`config.mk`:
```
export PLATFORM = sky130hd
export DESIGN_NAME = i2s_tx
export DESIGN_NICKNAME = d
export VERILOG_FILES = /design/src/rtl/i2s_tx.sv
export SDC_FILE = /design/constraint.sdc
export NUM_CORES = 1
export LEC_CHECK = 0
export BUFFER_PORTS_ARGS = -buffer_cell sky130_fd_sc_hd__buf_4
export CORE_UTILIZATION = 55
export DETAILED_ROUTE_END_ITERATION = 16
export MAX_ROUTING_LAYER = met4
export PLACE_DENSITY = 0.78
export SLEW_MARGIN = 20
export SYNTH_ARGS = -nofsm -noshare
export SYNTH_HDL_FRONTEND = slang
export SYNTH_SLANG_ARGS = --single-unit
```
`constraint.sdc`:
```
create_clock -name iSysClk -period 3.09 [get_ports iSysClk]
set_input_delay 0.309 -clock iSysClk [delete_from_list [all_inputs] [get_ports iSysClk]]
set_output_delay 0.309 -clock iSysClk [all_outputs]
set_load 0.03 [all_outputs]
```
`src/rtl/i2s_tx.sv`:
```
// Master-mode I2S transmitter: divides the system clock into BCK/LRCK and serializes
// buffered stereo pairs MSB-first on SD. Optional underrun counter via I2S_TX_UNDERRUN_CNT_EN.
module i2s_tx #(
  parameter int DATA_W  = 24,
  parameter int SLOT_W  = 32,
  parameter int BCK_DIV = 4
) (
  input  logic                     iSysClk,
  input  logic                     iRstN,
  input  logic signed [DATA_W-1:0] iDataL,
  input  logic signed [DATA_W-1:0] iDataR,
  input  logic                     iValid,
  output logic                     oReady,
  output logic                     oBCK,
  output logic                     oLRCK,
  output logic                     oSD,
`ifdef I2S_TX_UNDERRUN_CNT_EN
  input  logic                     iCntClr,
  output logic [7:0]               oUnderrunCnt,
`endif
  output logic                     oUnderrun
);

  localparam int DW = $clog2(BCK_DIV);
  localparam int BW = $clog2(2 * SLOT_W);

  logic [DW-1:0] div_cnt;
  logic          div_tc;
  logic          fall;
  logic [BW-1:0] b;
  logic [BW-1:0] p;
  logic          in_right;
  logic          frame_start;
  logic          full;
  logic          sd_next;
  logic signed [DATA_W-1:0] hold_l, hold_r;
  logic signed [DATA_W-1:0] work_l, work_r;

  assign div_tc      = (div_cnt == DW'(BCK_DIV - 1));
  assign fall        = div_tc & oBCK;
  assign in_right    = (b >= BW'(SLOT_W));
  assign p           = in_right ? (b - BW'(SLOT_W)) : b;
  assign frame_start = fall && (b == '0);
  assign oReady      = ~full;

  // Slot position 1 carries the MSB so it lands one BCK after the LRCK edge.
  always_comb begin
    sd_next = 1'b0;
    for (int i = 1; i <= DATA_W; i++) begin
      if (p == BW'(i)) sd_next = in_right ? work_r[DATA_W-i] : work_l[DATA_W-i];
    end
  end

  always_ff @(posedge iSysClk or negedge iRstN) begin
    if (!iRstN) begin
      div_cnt <= '0;
      oBCK    <= 1'b0;
      b       <= '0;
      oLRCK   <= 1'b1;
      oSD     <= 1'b0;
    end else begin
      if (div_tc) begin
        div_cnt <= '0;
        oBCK    <= ~oBCK;
      end else begin
        div_cnt <= div_cnt + 1'b1;
      end
      if (fall) begin
        b     <= (b == BW'(2 * SLOT_W - 1)) ? '0 : b + 1'b1;
        oLRCK <= in_right;
        oSD   <= sd_next;
      end
    end
  end

  // Load and acceptance are exclusive: one needs the buffer full, the other empty.
  always_ff @(posedge iSysClk or negedge iRstN) begin
    if (!iRstN) begin
      full      <= 1'b0;
      oUnderrun <= 1'b0;
      hold_l    <= '0;
      hold_r    <= '0;
      work_l    <= '0;
      work_r    <= '0;
    end else begin
      oUnderrun <= 1'b0;
      if (frame_start) begin
        if (full) begin
          work_l <= hold_l;
          work_r <= hold_r;
          full   <= 1'b0;
        end else begin
          work_l    <= '0;
          work_r    <= '0;
          oUnderrun <= 1'b1;
        end
      end
      if (iValid && !full) begin
        hold_l <= iDataL;
        hold_r <= iDataR;
        full   <= 1'b1;
      end
    end
  end

`ifdef I2S_TX_UNDERRUN_CNT_EN
  logic [7:0] ur_cnt;

  function automatic logic [7:0] sat_inc(input logic [7:0] v);
    return (v == 8'hFF) ? v : v + 8'd1;
  endfunction

  // A clear coinciding with a pulse keeps that pulse, leaving a count of one.
  always_ff @(posedge iSysClk or negedge iRstN) begin
    if (!iRstN)           ur_cnt <= 8'd0;
    else if (iCntClr)     ur_cnt <= {7'd0, oUnderrun};
    else if (oUnderrun)   ur_cnt <= sat_inc(ur_cnt);
  end

  assign oUnderrunCnt = ur_cnt;
`endif

endmodule

```
==> results.yml, run 1 <==
run_status:
  outcome: "finished, final reports clean"
cts:
  cts_tree: "done"
  cts_root_buf: "clkbuf_8"
  clk_path_buf_depth: 2
  post-cts-setup-buffer-count: 0
  cts.sinks: 109
  cts.repair.resized: 0
  clock_latency_ns: 0.38
  clkTransAtPathRegs_ns: 0.10
  cts_buffers: 9
  cts_max_level: 3
synthesis:
  synth_seq_cells: 109
  yosys-top-cells-area: "dfrtp_1 (55%), mux2_2 (13%), nand2_1 (8.6%)"
  yosysTopAreaCellShare_pct: 55.4
  synth_top_area_cell: "dfrtp_1"
  async_reset_ff_share_pct: 100
  synth_area_mm2: 0.00488
  synthMostInstantiatedCell: "nand2_1"
  ys_seq_area_share_pct: 56.0
  synthCells: 458
  synth_edf_count: 0
  syn-num-nets: 514
  syn_avg_cell_area_um2: 10.6
  synth_warnings: 0
  yosys_most_used_dff: "dfrtp_1"
  synthTopCellsByCount: "nand2_1 (112), dfrtp_1 (108), mux2_2 (57)"
  ys_types: 44
sta:
  tightest_slew_ns: 0.636
  slew_headroom_pct: 57.5
  rsz0062_at_grt: "false"
  setup_violations: 0
  fin_crit_sh_pct: 86.0
  fin_ws_ns: 0.434
  fin_tns_setup_ns: 0
  hold_ws_ns: 0.154
  finalCriticalPeriod_ns: 2.66
  worst_clock_skew_ns: 0.00967
  hold_viol_final: 0
  max_freq_mhz: 376
  slew_violations: 0
worst_setup_path:
  r2r_slack_ns: 0.43
  cp_top_family: "simple AND/OR/NAND/NOR gates"
  worstPathArrival_ns: 2.92
  slowest_delay_ns: 0.53
  crit_path_end_kind: "flip-flop"
  cp_slowest_cell: "or4_1"
  crit_chain: "inv_1 > ha_1 > inv_1 > nor4b_2 > a311oi_1 > or4_1 > a221o_1 > a221oi_1"
  reg2reg_depth: 8
  path_buf_inv: 2
  r2r_end: "oSD$_DFFE_PN0P_"
  crit_top_cell: "inv_1"
  critPathKind: "flip-flop to flip-flop"
  start_kind: "flip-flop"
  critPathMaxFanout: 8
  timing.rr.start: "b[1]$_DFFE_PN0P_"
  worstPathRequired_ns: 3.36
power_and_ir_drop:
  ir_drop_mv: 0.425
  internal_power_mw: 2.61
  power.share.combinational_pct: 20.7
  leakagePower_nw: 2.55
  p_clk_share_pct: 21.8
  p_sw_share_pct: 29.2
  p_per_area_mw_per_mm2: 665
  power_mw: 3.69
  p_sw_mw: 1.08
  power_frac_seq_pct: 57.5
route:
  vias_per_cell: 5.69
  drt-total-wl_um: 9680
  wl_per_cell_um: 15.9
  drc: 0
  ant_nets: 0
  drt_iter0_markers: 293
  dr.pass1.iters: 5
  vias: 3471
cells_and_area:
  area_growth_pct: 13.8
  antenna_cells: 0
  nNetsFinal: 556
  final_core_util_pct: 66.2
  layout.cells.non_filler: 610
  drive_above_1_share_pct: 27.5
  fin_area_mm2: 0.00555
worst_hold_path:
  hold_path_depth: 2
  worstHoldEndpoint: "hold_l[16]$_DFFE_PN0P_"
  hp-class: "primary input to flip-flop"
  holdCritStartpoint: "iDataL[16]"
floorplanning:
  std_cell_rows: 33
  die_y_um: 96.2
  start_util_pct: 58.2
  die-width_um: 96.2
  ios: 56
  die_area_mm2: 0.00925
  core-area_mm2: 0.00838
global_route:
  grt_pass1_vias: 3498
  grt.total_usage_pct: 24.7
  grt_max_degree: 64
  grt_overflow: 0
  antenna_found_initial: 0
  grt_pass1_wl_um: 16500
placement:
  place.gp.congestion: 1.09
  post-dp-hpwl_um: 6910
  place_ws_ns: 0.544
  place_inst: 593
  placed_cell_area_mm2: 0.00536
  portBuffers: 55
run:
  max_cap_viol_count: 0
[cells by family after synthesis]
logic type / Yosys count / share of synthesized area [%]
buf+inv: 39 / 3.31
mux: 72 / 16.2
simple gates: 142 / 12.1
fa+ha+maj: 5 / 1.28
flops: 109 / 56.0
xor+xnor: 3 / 0.539
compound gates: 88 / 10.6
[power by group through the flow]
| stage | Clock [mW] | Combinational [mW] | Sequential [mW] |
|---|---|---|---|
| after floorplan | 0 | 0.575 | 2.05 |
| after global placement | 0 | 0.733 | 2.13 |
| after detailed placement | 0 | 0.773 | 2.16 |
| after CTS | 0.819 | 0.779 | 2.13 |
| after global routing | 0.881 | 0.878 | 2.18 |
| final | 0.805 | 0.764 | 2.12 |
[cells in the final DEF (no fill, tap or decap), types with 3 or more instances in the layout]
cell type / count
dfrtp_1: 108
mux2_2: 57
nand4_1: 5
a21oi_1: 11
a221oi_1: 3
nand2_1: 112
inv_1: 7
mux2i_1: 15
clkbuf_8: 9
clkinv_4: 3
buf_4: 61
o21ai_0: 55
nor2_1: 11
ha_1: 5
[per-layer routing]
metal | up-vias | global-route usage, % | share of wire [%] | wire length [um]
met3 | 35 | 5.53 | 4.8 | 460
met1 | 1657 | 30.0 | 43 | 4130
met2 | 128 | 40.0 | 50 | 4840
met4 | 0 | 9.83 | 2.6 | 253
li1 | 1651 | - | - | -
met5 | - | - | 0 | 0
[state kept, by name, indices dropped and copies added (netlist names)]
signal	count
b	6
work_l	24
oLRCK	1
oSD	1
div_cnt	2
work_r	24
full	1
hold_l	24
hold_r	24
oBCK	1
oUnderrun	1
[worst max path at each step]
| stage | start | endpoint | slack (ns) | depth (start not counted) |
|---|---|---|---|---|
| after floorplan | b[1]$_DFFE_PN0P_ | oSD$_DFFE_PN0P_ | 0.84 | 9 |
| final | b[1]$_DFFE_PN0P_ | oSD$_DFFE_PN0P_ | 0.43 | 8 |
| after global routing | b[1]$_DFFE_PN0P_ | oSD$_DFFE_PN0P_ | 0.23 | 8 |
| after global placement | b[1]$_DFFE_PN0P_ | oSD$_DFFE_PN0P_ | 0.72 | 8 |
| after CTS | b[1]$_DFFE_PN0P_ | oSD$_DFFE_PN0P_ | 0.49 | 8 |
| after detailed placement | b[1]$_DFFE_PN0P_ | oSD$_DFFE_PN0P_ | 0.54 | 8 |
[final cells by class]
class,instances,area (um2)
clock inverter,7,58.8
timing repair buffer,63,488
clock buffer,9,124
fill,660,2830
sequential,109,2730
inverter,7,26.3
multi-input combinational,310,1990
tap,105,131
[timing repair]
| item | CTS | global route |
|---|---|---|
| endpoints found under the hold margin | 45 | 0 |
| setup endpoints to repair | 0 | 0 |
| hold buffers | 1 | 0 |
Power figures use the tool's default switching activity.
==> run 2, diff against run 1 <==
ABC_AREA = 1   (was not set)
==> results.yml, run 2 <==
cts:
  cts_buffers: 9
  cts.sinks: 109
  clk_path_buf_depth: 2
  cts_tree: "done"
  cts_max_level: 3
  cts.repair.resized: 0
  ctsHoldBuffers: 0
  cts_root_buf: "clkbuf_8"
  post-cts-setup-buffer-count: 0
  clkTransAtPathRegs_ns: 0.11
  clock_latency_ns: 0.39
synthesis:
  yosysTopAreaCellShare_pct: 55.4
  muxShareOfSynthArea_pct: 11.1
  synthMostInstantiatedCell: "nand2_1"
  yosys.area_share.adder_pct: 1.28
  synth-simple-area-share_pct: 16.4
  yosys_most_used_dff: "dfrtp_1"
  synth_compound_area_share_pct: 10.3
  yosys-top-cells-area: "dfrtp_1 (55%), nand2_1 (12%), mux2_2 (11%)"
  async_reset_ff_share_pct: 100
  syn-num-nets: 576
  synth_top_area_cell: "dfrtp_1"
  synth_warnings: 0
  synth-xor-area-share_pct: 0.359
  syn_avg_cell_area_um2: 9.38
  ys_seq_area_share_pct: 56.0
  synth_top_family_by_area: "simple AND/OR/NAND/NOR gates"
  synth_seq_cells: 109
  synthTopCellsByCount: "nand2_1 (152), dfrtp_1 (108), o21ai_0 (49)"
  synth_edf_count: 0
  ys_types: 28
  synthCells: 520
  synth_area_mm2: 0.00488
cells_and_area:
  layout_common_cells: "nand2_1 (151), dfrtp_1 (108), buf_4 (60)"
  drive_above_1_share_pct: 24.7
  nNetsFinal: 622
  final.fill_count: 711
  final_common_cell: "nand2_1"
  final_core_util_pct: 66.7
  register_area_mm2: 0.00273
  multiInputGateArea_mm2: 0.00193
  antenna_cells: 0
  area_growth_pct: 14.6
worst_setup_path:
  r2r_slack_ns: 0.69
  worstPathRequired_ns: 3.40
  timing.rr.start: "b[0]$_DFFE_PN0P_"
  worstPathArrival_ns: 2.71
  slowest_delay_ns: 0.43
  start_kind: "flip-flop"
  cp_slowest_cell: "dfrtp_1"
  crit_path_end_kind: "flip-flop"
  critPathMaxFanout: 4
  crit_top_cell: "nand2_1"
  r2r_end: "oSD$_DFFE_PN0P_"
  reg2reg_depth: 28
  critPathKind: "flip-flop to flip-flop"
power_and_ir_drop:
  leakagePower_nw: 2.69
  p_per_area_mw_per_mm2: 543
  ir_drop_mv: 0.351
run_status:
  outcome: "finished, final reports clean"
route:
  ant_nets: 0
  drc: 0
  drt-total-wl_um: 9880
  vias_per_cell: 5.38
  vias: 3636
  dr.pass1.iters: 4
  drt_iter0_markers: 194
  wl_per_cell_um: 14.6
global_route:
  grt.total_usage_pct: 25.0
  grt_pass1_vias: 3476
  grt_overflow: 0
  antenna_found_initial: 0
  grt_max_degree: 69
  grt_pass1_wl_um: 16700
sta:
  hold_ws_ns: 0.0340
  fin_crit_sh_pct: 77.8
  slew_violations: 0
  hold_viol_final: 0
  slew_headroom_pct: 42.5
  tightest_slew_ns: 0.862
  worst_clock_skew_ns: 0.0253
  max_freq_mhz: 416
  rsz0062_at_grt: "false"
  fin_tns_setup_ns: 0
  finalCriticalPeriod_ns: 2.40
  setup_violations: 0
floorplanning:
  core-area_mm2: 0.00838
  die_area_mm2: 0.00925
  ios: 56
  std_cell_rows: 33
  die_y_um: 96.2
  die-width_um: 96.2
  start_util_pct: 58.2
placement:
  post-dp-hpwl_um: 6950
  portBuffers: 55
  place.gp.congestion: 0.918
run:
  max_cap_viol_count: 0
worst_hold_path:
  hp-class: "primary input to asynchronous set/reset pin"
[run 2: cells by family (layout without fill, tap and decap cells)]
| group | count (synthesis) | count (layout) |
|---|---|---|
| AO/OA/AOI/OAI | 97 | 97 |
| XOR/XNOR | 2 | 2 |
| adder cells (fa/ha/maj) | 5 | 5 |
| buffers and inverters | 58 | 109 |
| flip-flops | 109 | 109 |
| multiplexers | 48 | 48 |
| AND/OR/NAND/NOR | 201 | 201 |
[run 2: power breakdown]
| group | internal, mW | total (mW) | switching [mW] |
|---|---|---|---|
| Combinational | 0.253 | 0.410 | 0.158 |
| Sequential | 1.66 | 1.77 | 0.116 |
| Clock | 0.320 | 0.853 | 0.533 |
| Total | 2.23 | 3.03 | 0.807 |
[run 2: worst max-delay path by stage]
stage | start | endpoint | slack [ns]
after global routing | b[0]$_DFFE_PN0P_ | oSD$_DFFE_PN0P_ | 0.35
after global placement | b[0]$_DFFE_PN0P_ | oSD$_DFFE_PN0P_ | 0.79
after CTS | b[0]$_DFFE_PN0P_ | oSD$_DFFE_PN0P_ | 0.69
after detailed placement | b[0]$_DFFE_PN0P_ | oSD$_DFFE_PN0P_ | 0.74
final | b[0]$_DFFE_PN0P_ | oSD$_DFFE_PN0P_ | 0.69
after floorplan | b[0]$_DFFE_PN0P_ | oSD$_DFFE_PN0P_ | 1.03
[run 2: critical path, delay by kind of cell, from the launching register on]
family | cells | cell delay [ns]
AOI/OAI and AO/OA | 1 | 0.10
adders and majority gates | 1 | 0.21
buffers and inverters | 2 | 0.23
DFF | 1 | 0.43
and+or+nand+nor | 24 | 1.34
[run 2: cell type report]
cell class,instances,share of cell area (%)
Clock buffer,9,2.22
Clock inverter,7,1.48
Inverter,32,2.19
Multi-Input combinational cell,353,34.5
Sequential cell,109,48.8
Tap cell,105,2.35
Timing Repair Buffer,61,8.42
[run 2: per-layer routing]
metal / wire length, um / GRT usage [%] / up-vias / share of wire (%)
met5: 0 / - / - / 0
met4: 183 / 9.08 / 0 / 1.9
met3: 401 / 4.66 / 14 / 4.1
met2: 4740 / 37.3 / 62 / 48
met1: 4550 / 34.4 / 1777 / 46
li1: - / - / 1783 / -
[run 2: through the flow]
step	cell area, um2	cells	total power, mW	setup slack [ns]
floorplan	4880	520	2.06	1.03
global placement	5380	660	2.19	0.787
detailed placement	5380	660	2.22	0.744
CTS	5580	676	3.07	0.687
global route	5590	676	3.19	0.346
finish	5590	676	3.03	0.686
==> run 3, diff against run 2 <==
ABC_AREA = 0   (was 1)
clock period = 2.3 ns   (was 3.09 ns; I/O delays follow)
==> results.yml, run 3 (same netlist as run 1, synthesis figures left out) <==
run_status:
  outcome: "finished with violations"
  violations: "negative setup slack"
placement:
  place.gp.congestion: 1.15
  post-dp-hpwl_um: 6860
  portBuffers: 55
  place_ws_ns: -0.0427
cells_and_area:
  final_core_util_pct: 69.0
  multiInputGateArea_mm2: 0.00209
  final.fill_count: 655
  drive_above_1_share_pct: 32.0
  final_common_cell: "nand2_1"
  layout_common_cells: "nand2_1 (112), dfrtp_1 (105), buf_4 (64)"
  nNetsFinal: 567
  area_growth_pct: 18.5
  register_area_mm2: 0.00273
  antenna_cells: 0
cts:
  cts_tree: "done"
  cts.sinks: 109
  clock_latency_ns: 0.37
  cts_buffers: 9
  cts_root_buf: "clkbuf_8"
  clkTransAtPathRegs_ns: 0.10
  clk_path_buf_depth: 2
  cts_max_level: 3
power_and_ir_drop:
  power.share.combinational_pct: 20.9
  power_frac_seq_pct: 57.3
  leakagePower_nw: 2.64
  ir_drop_mv: 0.567
  internal_power_mw: 3.52
  p_clk_share_pct: 21.8
  p_per_area_mw_per_mm2: 859
  p_sw_mw: 1.44
  p_sw_share_pct: 29.0
floorplanning:
  std_cell_rows: 33
  start_util_pct: 58.2
  die_area_mm2: 0.00925
  ios: 56
  die-width_um: 96.2
  die_y_um: 96.2
  core-area_mm2: 0.00838
sta:
  hold_viol_final: 0
  finalCriticalPeriod_ns: 2.31
  hold_ws_ns: 0.0865
  rsz0062_at_grt: "true"
  tightest_slew_ns: 0.513
  worst_clock_skew_ns: 0.0102
  slew_violations: 0
  fin_crit_sh_pct: 100
  fin_ws_ns: -0.0110
  slew_headroom_pct: 65.8
  setup_violations: 1
  max_freq_mhz: 433
global_route:
  grt-busiest-layer: "met2"
  antenna_found_initial: 0
  grt_max_degree: 98
  gr-usage-met2_pct: 40.0
  grt_overflow: 0
  grt_pass1_vias: 3502
  grt_pass1_wl_um: 16600
  met3_usage_pct: 4.98
  grt_use_met1_pct: 30.1
  grt.total_usage_pct: 24.6
run:
  max_cap_viol_count: 0
worst_setup_path:
  worstPathRequired_ns: 2.57
  r2r_slack_ns: -0.01
  timing.rr.start: "b[0]$_DFFE_PN0P_"
  critPathMaxFanout: 4
  start_kind: "flip-flop"
  reg2reg_depth: 8
  crit_path_end_kind: "flip-flop"
  critPathKind: "flip-flop to flip-flop"
  crit_start: "b[0]$_DFFE_PN0P_"
  worstPathArrival_ns: 2.58
route:
  vias_per_cell: 5.79
  vias: 3596
  ant_nets: 0
  drt-total-wl_um: 10200
  drt_iter0_markers: 236
  drc: 0
  wl_per_cell_um: 16.5
  dr.pass1.iters: 5
worst_hold_path:
  holdCritStartpoint: "iDataL[11]"
  hp-class: "primary input to flip-flop"
  hold_path_depth: 2
==> run 3: final cells by class <==
| class | count | share of cell area, % |
|---|---|---|
| Tap cell | 105 | 2.27 |
| Inverter | 7 | 0.455 |
| Clock buffer | 10 | 2.21 |
| Clock inverter | 6 | 0.931 |
| Sequential cell | 109 | 47.3 |
| Timing Repair Buffer | 74 | 10.8 |
| Multi-Input combinational cell | 310 | 36.1 |
==> run 3: timing repair <==
item	4_1_cts	5_1_grt
pin swaps	0	6
gates resized for setup	4	25
buffers inserted	2	2
setup endpoints to repair	1	1
hold buffers	1	0
hold endpoints to repair	19	0
==> run 3: worst paths after layout <==
check                                         end
setup reg to reg                  oSD$_DFFE_PN0P_
max in group asynchronous       oLRCK$_DFFE_PN1P_
min in group asynchronous  work_l[20]$_DFFE_PN0P_
setup / recovery                  oSD$_DFFE_PN0P_
hold / removal             hold_l[11]$_DFFE_PN0P_
hold reg to reg              div_cnt[0]$_DFF_PN0_
==> run 3: routing by layer <==
| layer | part of all wire, % | routed length (um) |
|---|---|---|
| met5 | 0 | 0 |
| met1 | 43 | 4420 |
| met4 | 2.8 | 289 |
| met3 | 4.6 | 471 |
| met2 | 49 | 5050 |
==> run 3: power groups by stage <==
stage / Sequential [mW] / Combinational (mW) / Clock, mW
CTS: 2.85 / 1.04 / 1.11
detailed placement: 2.88 / 1.04 / 0
floorplan: 2.76 / 0.773 / 0
finish: 2.85 / 1.04 / 1.08
global placement: 2.86 / 0.987 / 0
global route: 2.92 / 1.17 / 1.19
==> run 3: stage by stage <==
stage          setup TNS [ns]  instance area (um2)  cells  power [mW]
4_1_cts                     0                 5660    619        5.00
3_3_place_gp                0                 5440    600        3.85
5_1_grt               -0.0782                 5780    621        5.28
6_report              -0.0110                 5780    621        4.97
3_5_place_dp          -0.0427                 5440    600        3.92
2_1_floorplan               0                 4880    458        3.53
==> run 3: critical path, stage by stage, from the launching register on <==
cell	delay, ns
dfrtp_2	0.45
buf_6	0.13
ha_4	0.17
buf_6	0.13
nor2b_4	0.14
a31oi_1	0.10
or4_1	0.50
a221o_1	0.36
a221oi_2	0.24
